[src/rtl/seq_magnitude_comparator.sv]
// -----------------------------------------------------------------------------
// seq_magnitude_comparator
//
// Multi-cycle magnitude comparator. Two WIDTH-bit operands (unsigned or
// two's-complement) are compared CHUNK bits per clock, most significant chunk
// first. The compare stops at the first chunk that differs. The result is a
// one-hot g/l/e triple that is registered and held until the next completion.
//
// Parameters:
//   WIDTH        operand width in bits (>= 2, divisible by CHUNK)
//   CHUNK        bits compared per clock (1 .. WIDTH)
//
// Ports:
//   clk          rising-edge clock
//   rst_n        asynchronous active-low reset
//   start        compare request, accepted only while idle
//   a, b         operands, sampled on the accepting edge only
//   signed_mode  1 = two's-complement compare, 0 = unsigned (sampled with a/b)
//   busy         high while a compare is in progress
//   done         one-cycle pulse when g/l/e update
//   g, l, e      A > B, A < B, A == B (registered, held)
// -----------------------------------------------------------------------------
module seq_magnitude_comparator #(
  parameter int WIDTH = 16,
  parameter int CHUNK = 2
) (
  input  logic             clk,
  input  logic             rst_n,
  input  logic             start,
  input  logic [WIDTH-1:0] a,
  input  logic [WIDTH-1:0] b,
  input  logic             signed_mode,
  output logic             busy,
  output logic             done,
  output logic             g,
  output logic             l,
  output logic             e
);

  localparam int NCHUNK = WIDTH / CHUNK;
  localparam int STEP_W = (NCHUNK > 1) ? $clog2(NCHUNK) : 1;
  localparam logic [STEP_W-1:0] LAST_STEP = STEP_W'(NCHUNK - 1);
  // Flipping the sign bit maps two's-complement onto offset binary, so the
  // plain unsigned chunk compare orders signed values correctly.
  localparam logic [WIDTH-1:0] MSB_MASK = {1'b1, {(WIDTH-1){1'b0}}};

  typedef enum logic {
    IDLE,
    COMPARE
  } state_t;

  state_t            state;
  logic [WIDTH-1:0]  a_q;
  logic [WIDTH-1:0]  b_q;
  logic [STEP_W-1:0] step;
  logic [CHUNK-1:0]  chunk_a;
  logic [CHUNK-1:0]  chunk_b;

  function automatic logic [CHUNK-1:0] top_chunk(input logic [WIDTH-1:0] v);
    return v[WIDTH-1 -: CHUNK];
  endfunction

  function automatic logic [WIDTH-1:0] to_offset(input logic [WIDTH-1:0] v,
                                                 input logic is_signed);
    return is_signed ? (v ^ MSB_MASK) : v;
  endfunction

  // The captured operands are shifted left one chunk per step, so the chunk
  // under test is always the top CHUNK bits; this avoids a variable part-select.
  always_comb begin
    chunk_a = top_chunk(a_q);
    chunk_b = top_chunk(b_q);
  end

  always_ff @(posedge clk or negedge rst_n) begin
    if (!rst_n) begin
      state <= IDLE;
      a_q   <= '0;
      b_q   <= '0;
      step  <= '0;
      busy  <= 1'b0;
      done  <= 1'b0;
      g     <= 1'b0;
      l     <= 1'b0;
      e     <= 1'b0;
    end else begin
      done <= 1'b0;
      case (state)
        IDLE: begin
          if (start) begin
            a_q   <= to_offset(a, signed_mode);
            b_q   <= to_offset(b, signed_mode);
            step  <= '0;
            busy  <= 1'b1;
            state <= COMPARE;
          end
        end

        COMPARE: begin
          if (chunk_a != chunk_b) begin
            g     <= (chunk_a > chunk_b);
            l     <= (chunk_a < chunk_b);
            e     <= 1'b0;
            done  <= 1'b1;
            busy  <= 1'b0;
            state <= IDLE;
          end else if (step == LAST_STEP) begin
            g     <= 1'b0;
            l     <= 1'b0;
            e     <= 1'b1;
            done  <= 1'b1;
            busy  <= 1'b0;
            state <= IDLE;
          end else begin
            step <= step + STEP_W'(1);
            a_q  <= a_q << CHUNK;
            b_q  <= b_q << CHUNK;
          end
        end

        default: begin
          state <= IDLE;
          busy  <= 1'b0;
        end
      endcase
    end
  end

endmodule

[config.mk]
export PLATFORM = sky130hd
export DESIGN_NAME = seq_magnitude_comparator
export DESIGN_NICKNAME = d
export VERILOG_FILES = /design/src/rtl/seq_magnitude_comparator.sv
export SDC_FILE = /design/constraint.sdc
export NUM_CORES = 1
export LEC_CHECK = 0
export BUFFER_PORTS_ARGS = -buffer_cell sky130_fd_sc_hd__buf_2
export CAP_MARGIN = 30
export CORE_MARGIN = 2
export CORE_UTILIZATION = 45
export DETAILED_ROUTE_END_ITERATION = 8
export MAX_ROUTING_LAYER = met4
export PLACE_DENSITY = 0.72
export SLEW_MARGIN = 20
export SYNTH_ARGS = -nofsm -noshare
export SYNTH_HDL_FRONTEND = slang
export SYNTH_SLANG_ARGS = --single-unit
[constraint.sdc]
create_clock -name clk -period 3.1 [get_ports clk]
set_input_delay 0.62 -clock clk [delete_from_list [all_inputs] [get_ports clk]]
set_output_delay 0.62 -clock clk [all_outputs]
set_load 0.005 [all_outputs]
## Word level (Yosys, flattened, before mapping)

Cells that the tools add are included.

- Input port bits: 36
- Register bits after elaboration: 41
- Word-level logic and storage cells: 54
- Output and inout bits: 5

- Equal/unequal tests: 6
- Reduce and logical (&&, ||, !) cells: 4
- Add/subtract/negate cells: 1
- Mux-type cells: 29
- $lt $le $gt $ge: 2
- Bitwise gates (word level): 3

Operators by type and width:

| operator | number |
|---|---|
| $mux 16 | 8 |
| $pmux 16 s2 | 2 |
| $mux 1 | 13 |
| $mux 3 | 3 |
| $ne 2x2->1 const B | 3 |
| $pmux 3 s2 | 1 |
| $pmux 1 s2 | 2 |
| $reduce_and 2->1 | 2 |
| $add 3x1->3 const B | 1 |
| $eq 3x3->1 const B | 1 |
| $ne 3x1->1 const B | 1 |
| $not 1->1 | 3 |
| $reduce_and 3->1 | 1 |
| $gt 2x2->1 | 1 |
| $lt 2x2->1 | 1 |
| $ne 2x2->1 | 1 |
| $reduce_bool 2->1 | 1 |

## Logic depth before layout (Yosys ltp)

Gate-level depths: netlist (run 1).

- Word-level depth: 4
- Gate-level depth with buffers: 6
- Depth with buffers taken out: 5

## Worst setup path before layout (run 1)

No wires, ideal clock.

- Path kind: register to register
- From: reg step[0]
- To: reg a_q[15]
- Library setup time: 126 ps
- Arrival: 1578 ps
- Buffers on the path: 1
- Clock period less this slack: 1704 ps
- Slack: 1396 ps
- Data required time: 2974 ps
- Stages on the path, launching flop included: 7
- Cell sequence: dfrtp_1 > ha_1 > ha_1 > and4b_4 > a21oi_2 > buf_6 > a221o_1

- Longest elaborated chain between the ends: 3

RTL lines:

| what | RTL line | text |
|---|---|---|
| start: declaration | 55 | `logic [STEP_W-1:0] step;` |
| start signal: assignment | 115 | `step <= step + STEP_W'(1);` |
| $eq 3x3->1 | 107 | `end else if (step == LAST_STEP) begin` |
| $ne 2x2->1 (no source line) | -- |  |
| $reduce_and 3->1 (no source line) | -- |  |
| end signal: assignment | 91 | `a_q <= to_offset(a, signed_mode);` |
| end signal: assignment | 116 | `a_q <= a_q << CHUNK;` |
| end: declaration | 53 | `logic [WIDTH-1:0] a_q;` |

Every way passes these cells.
A chain may end at the register's enable or synchronous reset.

## Worst setup path after layout (run 1)

- From: reg a_q[15]
- To: reg a_q[10]

- Longest elaborated chain between the ends: 3

RTL lines:

| what | RTL line | text |
|---|---|---|
| $ne 2x2->1 | 100 | `if (chunk_a != chunk_b) begin` |
| $ne 2x2->1 (no source line) | -- |  |
| $reduce_and 3->1 (no source line) | -- |  |

Every way passes these cells.

==> results of run 1 <==
[worst paths after layout]
check | slack (ps) | end | startpoint
max in group asynchronous | 2330 | done | rst_n
min in group clk | 500 | step[0] | step[0]
min reg2reg | 500 | step[0] | step[0]
max | 1170 | a_q[10] | a_q[15]
min | 290 | a_q[5] | rst_n
max reg2reg | 1170 | a_q[10] | a_q[15]
[routing by layer]
| metal | wire (µm) | part of all wire | track usage | up-vias |
|---|---|---|---|---|
| met4 | 59 | 0.015 | 0.0641 | 0 |
| met3 | 188 | 0.046 | 0.0378 | 6 |
| met5 | 0 | 0 | - | - |
| li1 | - | - | - | 744 |
| met1 | 1920 | 0.47 | 0.253 | 734 |
| met2 | 1890 | 0.47 | 0.270 | 36 |
[logic make-up (layout without fill, tap and decap cells)]
family                     after synthesis  after routing
adders and majority gates                5              5
buffers and inverters                   19             60
AOI/OAI and AO/OA                       40             40
muxes                                   26             26
xor gates and xnor gates                 2              2
DFF                                     41             41
and+or+nand+nor                         50             50
[power groups by stage]
stage / combinational, mW / clock, mW / sequential, mW
floorplan: 0.779 / 0 / 0.887
global placement: 0.957 / 0 / 0.923
detailed placement: 0.985 / 0 / 0.929
CTS: 0.985 / 0.394 / 0.920
global route: 1.10 / 0.419 / 0.948
finish: 0.974 / 0.382 / 0.919
[stage by stage]
| step | worst slack [ps] | area, µm² |
|---|---|---|
| 2_1_floorplan | 1400 | 1950 |
| 3_5_place_dp | 1180 | 2180 |
| 5_1_grt | 1030 | 2310 |
| 6_report | 1170 | 2310 |
| 3_3_place_gp | 1240 | 2180 |
| 4_1_cts | 1160 | 2280 |
[placed cells by master, fill, tap and decap left out]
cell type / count
nand2_1: 7
buf_4: 6
nand4b_1: 1
o21ai_0: 23
a21bo_2: 1
clkbuf_8: 7
buf_16: 1
xnor2_1: 2
o21ai_1: 5
ha_1: 5
a31o_2: 1
mux2i_1: 26
a21oi_2: 1
a21oi_1: 3
buf_2: 40
a221o_1: 2
and3_1: 1
a22o_1: 2
nand3_1: 36
dfrtp_1: 41
o32ai_1: 1
o31ai_1: 1
clkinv_2: 1
and4b_4: 1
inv_1: 5
nand2b_1: 1
nor2_1: 3
[layout make-up]
cell class,instances,area share
Timing Repair Buffer,47,0.118
Clock inverter,1,0.00217
Tap cell,50,0.0271
Multi-Input combinational cell,123,0.359
Sequential cell,41,0.444
Inverter,5,0.00812
Clock buffer,7,0.0417
[critical path, stage by stage, from the launching register on]
cell     delay, ps
dfrtp_1        390
ha_1           360
and4b_4        250
a21oi_2        360
buf_4          320
o21ai_0        130
[state kept, by name, indices dropped and copies added (netlist names)]
register and cells:
a_q 16, b_q 16, busy 1, done 1
e 1, g 1, l 1, state 1
step 3
==> metrics.csv, run 1 <==
metric,value,unit
share of layout cells above drive strength 1,0.263,
Layout fillers,375,
final core occ,0.566,
Pwr Density,985,nW/µm²
gr ovfl total,0,
Post-synth EDFFs,0,
Die Area,4870,µm²
Die H,69.8,µm
Slew @ Worst Pin,504,ps
CTS Buffer Depth,2,
post-route ant nets,0,
period utilization,0.624,
row count,23,
unrepaired setup endpoints after global routing,false,
TNS Setup,0,ps
register area share after synthesis,0.527,
synth cell count leaders,"41 x dfrtp_1, 36 x nand3_1, 26 x mux2i_1, 23 x o21ai_0, 7 x nand2_1",
largest net degree at the start of global routing,42,
Adder-Cell Fraction of Synth Area,0.0321,
placed cell count,265,
Setup crit end kind,register,
Hold Buf Count CTS,0,
worst-path fanout max,20,
Critical Path Start Type,register,
worst endpoint required time,3260,ps
CTS H-tree lvls,2,
most common cell in the netlist,dfrtp_1,
HPWL Detailed,2.79,mm
"Hold Vio Cnt, Final",0,
Max Fclk,517,MHz
switch share,0.382,
max-slew violations,0,
xor/xnor share of the synthesized area,0.00900,
final net count,264,
Hold/Removal Path Class,in -> async,
Routed WL,4.06,mm
top cell type's share of synthesized area,0.527,
vias in the first global route,1451,
hold slack,290,ps
Lkg Pwr,1.15,nW
P_sw,869,µW
core box area,4090,µm²
dominant synthesized flop cell,dfrtp_1,
Clk network pwr share,0.168,
Mapped Cells,183,
area grow syn2layout,18.7,%
Synth area leader,dfrtp_1,
Yosys reg bits,41,
final cell count without fillers,274,
largest family of logic cells by synthesized area,multiplexers,
total power,2.28,mW
Avg Vias per Cell,5.55,
worst-case reg-to-reg path depth,5,
"top cells by area, synth","dfrtp_1 53%, mux2i_1 13%, nand3_1 9.3%",
CTS Root Buffer Type,clkbuf_8,
total number of vias,1520,
max-cap violations,0,
multi-input logic area,830,µm²
Crit Path Class,reg -> reg,
Clock Skew,4.38,ps
Synth Area in Compound Gates,0.121,
die width,69.8,µm
WL/cell,14.8,µm
first-pass GRT wire length,6.98,mm
clk sinks,41,
max_slew headroom,0.664,
Synth cell types,27,
Reg power frac,0.404,
minimum clock period,1930,ps
mean post-synth cell area,10.6,µm²
register area,1030,µm²
Syn Nets,224,
Antenna Cells,0,
status,"finished, final reports clean",
Async SR Flop Fraction,1.00,
Synth Cell Area,1950,µm²
Worst-Skew Late Latency,290,ps
WP data arrival,2100,ps
# setup viols final,0,
Post-Synth Simple-Gate Area,0.130,
IO Pins,41,
maximum VDD drop,0.389,mV
CTS tree,built,
Gate power share,0.428,
Num CTS Buffers,5,
internal power,1.41,mW
DR pass1 iterations,4,
I/O Buffers,40,
Initial Util,0.476,
post-route DRC violation count,0,
initial drt markers,70,
routability cong.,0.728,
number of setup buffers added after CTS,0,
mux share of post-synthesis cell area,0.134,
# resized after CTS,0,
"Clk pin slew, worst setup/hold paths",80,ps
GRT Overall Usage,0.183,
initial antenna violation count,0,
synth warn,0,
(Power assumes the default switching activity.)
==> run 2, diff against run 1 <==
- PLACE_DENSITY: 0.72 -> 0.74
- clock period: 3.1 -> 1.75 ns (I/O delays scaled with it)
==> run 2 against run 1 <==
  * Wire length increased by 9.0%
  * First-iteration DRC count is 47% higher
  * Clock skew increased by 1.2 ps
  * Power is 90% higher
  * Clock-buffer cell count did not move
  * Final area up 4.5%
  * Via count increased by 3.5%
  * Worst setup slack worse by 1100 ps
  * Final cell count rose by 5.8%
  * Register-to-register slack worse by 1100 ps
==> metrics.csv, run 2 (synthesis gave the netlist of run 1 again) <==
metric,value,unit
max-slew violations,0,
status,"finished, final reports clean",
crit-path cells,ha_1 > ha_2 > and4b_4 > a21oi_4 > buf_4 > o21ai_0,
max-cap violations,0,
CTS Buffer Depth,2,
worst-path fanout max,9,
# setup viols final,0,
WP data arrival,1870,ps
post-route ant nets,0,
placed inst area,2290,µm²
"Hold Vio Cnt, Final",0,
period utilization,0.953,
max_slew headroom,0.652,
biggest regs,"a_q: 16 flops, b_q: 16 flops, step: 3 flops",
"slowest stage cell, crit path",dfrtp_1,
minimum clock period,1670,ps
total power,4.32,mW
maximum VDD drop,0.671,mV
Die Area,4870,µm²
gr ovfl total,0,
initial drt markers,103,
total number of vias,1573,
HPWL Detailed,3.08,mm
die width,69.8,µm
I/O Buffers,40,
Crit Path Class,reg -> reg,
Routed WL,4.43,mm
IO Pins,41,
post-route cell area,2410,µm²
Num CTS Buffers,5,
most frequent cells in the layout,"41 x dfrtp_1, 40 x buf_2, 36 x nand3_1, 26 x mux2i_1, 23 x buf_4",
clk sinks,41,
Max Fclk,599,MHz
vias in the first global route,1624,
post-route DRC violation count,0,
area grow syn2layout,24.0,%
Hold/Removal Path Class,in -> async,
WL/cell,15.3,µm
Avg Vias per Cell,5.42,
share of layout cells above drive strength 1,0.313,
Clock Skew,5.61,ps
initial antenna violation count,0,
final net count,281,
Slew @ Worst Pin,523,ps
unrepaired setup endpoints after global routing,false,
"slowest stage delay, CP",400,ps
first-pass GRT wire length,7.71,mm
Pwr Density,1790,nW/µm²
"Clk pin slew, worst setup/hold paths",80,ps
Worst-Skew Late Latency,290,ps
CTS Root Buffer Type,clkbuf_8,
core box area,4090,µm²
Setup crit end kind,register,
Lkg Pwr,1.21,nW
Initial Util,0.476,
"most common cell after layout, fill and taps aside",dfrtp_1,
GRT Overall Usage,0.203,
largest net degree at the start of global routing,42,
routability cong.,0.792,
DR pass1 iterations,4,
CTS tree,built,
Antenna Cells,0,
worst endpoint required time,1960,ps
CTS H-tree lvls,2,
Die H,69.8,µm
Critical Path Start Type,register,
row count,23,
-- run 2: cell types whose count changed in the layout (fill, tap and decap cells not counted), sizes merged --
| cell | previous run | this run |
|---|---|---|
| buf | 47 | 63 |
| a21oi | 4 | 5 |
| clkinv | 1 | 0 |
-- run 2: area by class of cell --
class,count,area (µm²)
Fill cell,381,1670
Sequential cell,41,1030
Multi-Input combinational cell,124,848
Timing Repair Buffer,63,373
Clock buffer,7,86.3
Tap cell,50,62.6
Inverter,5,18.8
-- run 2: worst max-delay path: cells and delay by family, from the launching register on --
| kind | cells | cell delay, ps |
|---|---|---|
| flops | 1 | 400 |
| buf+inv | 1 | 180 |
| simple gates | 1 | 360 |
| compound gates | 2 | 250 |
| fa+ha+maj | 2 | 410 |
-- run 2: where the power goes --
group	switching, mW	internal, mW	total [mW]
Sequential	0.242	1.39	1.63
Clock	0.305	0.313	0.618
Combinational	1.10	0.971	2.07
-- run 2: final timing paths --
| check | slack, ps | start | end | cells after the start |
|---|---|---|---|---|
| min in group clk | 290 | b[0] | b_q[0] | 3 |
| worst min-delay path | 110 | rst_n | a_q[10] | 2 |
| max in group asynchronous | 1270 | rst_n | b_q[8] | 2 |
| worst min register to register | 490 | b_q[1] | b_q[1] | 2 |
| worst max-delay path | 80 | step[0] | b_q[11] | 6 |
| worst max register to register | 80 | step[0] | b_q[11] | 6 |
-- run 2: metal layers --
layer	vias up	part of all wire	track usage
met5	-	0	-
met4	0	0.012	0.0513
met3	6	0.057	0.0538
met1	759	0.45	0.263
met2	41	0.48	0.317
li1	767	-	-
-- run 2: timing repair --
action	4_1_cts	5_1_grt
setup buffers	2	0
endpoints found under the setup margin	26	11
hold buffers	0	0
resized for setup	1	7
cloned	0	1
-- run 2: stage by stage --
step,util,setup WS [ps],TNS [ps],instances,hold slack (ps)
3_3_place_gp,0.562,-139,-2100,280,440
6_report,0.591,81.6,0,290,115
5_1_grt,0.591,9.10,0,290,146
3_5_place_dp,0.562,-205,-2980,280,445
4_1_cts,0.588,20.6,0,289,134
2_1_floorplan,-,46.4,0,183,54.4
==> run 3, diff against run 2 <==
- CORE_UTILIZATION: 45 -> 48
- CTS_BUF_LIST: default -> sky130_fd_sc_hd__clkbuf_4 sky130_fd_sc_hd__clkbuf_8 sky130_fd_sc_hd__clkbuf_16
- PLACE_DENSITY: 0.74 -> 0.78
==> run 3 against run 2 <==
  * Power is 0.25% lower
  * Critical path type unchanged
  * Largest power group unchanged
  * Sequential cell count is the same
  * Die area is 5.9% lower
  * Wire length rose by 1.6%
==> metrics.csv, run 3 (synthesis gave the netlist of run 1 again) <==
metric,value,unit
Crit Path Class,reg -> reg,
max-slew violations,0,
largest net degree at the start of global routing,42,
total power,4.31,mW
placed inst area,2290,µm²
"worst slack, placed",-276,ps
share of layout cells above drive strength 1,0.312,
CTS Root Buffer Type,clkbuf_8,
Avg Vias per Cell,5.63,
I/O Buffers,40,
placed cell count,279,
Layout fillers,333,
core box area,3940,µm²
post-route cell area,2410,µm²
Critical Path Start Type,register,
final cell count without fillers,287,
Slew @ Worst Pin,528,ps
IO Pins,41,
max_slew headroom,0.648,
WL/cell,15.7,µm
vias in the first global route,1619,
DR pass1 iterations,4,
# setup viols final,0,
Die H,67.7,µm
"slowest stage cell, crit path",dfrtp_1,
internal power,2.64,mW
routability cong.,0.758,
CTS Buffer Depth,2,
Hold Buf Count CTS,0,
final worst slack,93.3,ps
"Hold Vio Cnt, Final",0,
CTS H-tree lvls,2,
first-pass GRT wire length,7.56,mm
total number of vias,1617,
max-cap violations,0,
area grow syn2layout,23.6,%
biggest regs,"a_q: 16 flops, b_q: 16 flops, step: 3 flops",
"slowest stage delay, CP",390,ps
minimum clock period,1660,ps
switch share,0.386,
initial drt markers,98,
unrepaired setup endpoints after global routing,false,
WP data arrival,1840,ps
worst-path fanout max,10,
final net count,278,
"most common cell after layout, fill and taps aside",dfrtp_1,
"Clk pin slew, worst setup/hold paths",70,ps
Initial Util,0.494,
Hold/Removal Path Class,in -> async,
Lkg Pwr,1.20,nW
GRT Overall Usage,0.232,
most frequent cells in the layout,"41 x dfrtp_1, 40 x buf_2, 36 x nand3_1, 26 x mux2i_1",
Max Fclk,604,MHz
HPWL Detailed,3.11,mm
CP dominant cell by count,ha_2,
Gate power share,0.475,
gr ovfl total,0,
Routed WL,4.50,mm
Num CTS Buffers,5,
crit-path cells,ha_2 > ha_2 > and4b_4 > a21oi_4 > a221o_1,
Worst-Skew Late Latency,290,ps
Setup crit end kind,register,
CTS tree,built,
initial antenna violation count,0,
Reg power frac,0.376,
maximum VDD drop,0.888,mV
Die Area,4580,µm²
Clk network pwr share,0.149,
post-route ant nets,0,
Pwr Density,1790,nW/µm²
worst-case reg-to-reg path depth,5,
status,"finished, final reports clean",
Clock Skew,7.88,ps
die width,67.7,µm
period utilization,0.947,
row count,23,
post-route DRC violation count,0,
Antenna Cells,0,
clk sinks,41,
worst endpoint required time,1930,ps
P_sw,1.66,mW
[run 3: changes by cell type in the layout (fill, tap and decap cells not counted), sizes merged]
cell / before / now
buf: 63 / 60
[run 3: area by class of cell]
type	instances	area, µm²	share of cell area
clock buffer	7	90.1	0.0374
inverter	5	18.8	0.00780
multi-input combinational	124	858	0.357
sequential	41	1030	0.426
tap	50	62.6	0.0260
timing repair buffer	60	350	0.146
[run 3: routing by layer]
metal / track usage / up-vias / wire [µm]
met4: 0.0816 / 0 / 74
met1: 0.294 / 797 / 2080
met2: 0.362 / 45 / 2120
met3: 0.0567 / 9 / 224
li1: - / 766 / -
met5: - / - / 0
[run 3: repair_timing]
item / 4_1_cts / 5_1_grt
setup endpoints to repair: 30 / 26
cloned: 1 / 0
hold endpoints to repair: 0 / 0
setup buffers: 0 / 0
resized for setup: 1 / 6
[run 3: stage by stage]
stage                     utilization  hold slack (ps)  setup TNS, ps
after global placement          0.580              449          -3500
after CTS                       0.607              129              0
final                           0.610              109              0
after detailed placement        0.580              446          -4700
after floorplan                     -             54.4              0
after global routing            0.610              163              0
[run 3: power by group through the flow]
stage / combinational [mW] / sequential [mW] / clock, mW
2_1_floorplan: 1.38 / 1.57 / 0
5_1_grt: 2.27 / 1.68 / 0.684
3_3_place_gp: 1.89 / 1.62 / 0
3_5_place_dp: 1.97 / 1.64 / 0
4_1_cts: 2.02 / 1.62 / 0.652
6_report: 2.05 / 1.62 / 0.640
[run 3: final timing paths]
kind                                 to  slack (ps)    start
worst max register to register  b_q[15]          90  step[1]
worst min register to register   b_q[0]         490   b_q[0]
worst min-delay path            a_q[14]         110    rst_n
min in group clk                 b_q[0]         280     b[0]
worst max-delay path            b_q[15]          90  step[1]
max in group asynchronous        b_q[9]        1270    rst_n
[run 3: worst max-delay path, delay by kind of cell (launching register included)]
family                   cells  cell delay [ps]
adder cells (fa/ha/maj)      2              370
AND/OR/NAND/NOR              1              380
AO/OA/AOI/OAI                2              410
flip-flops                   1              390
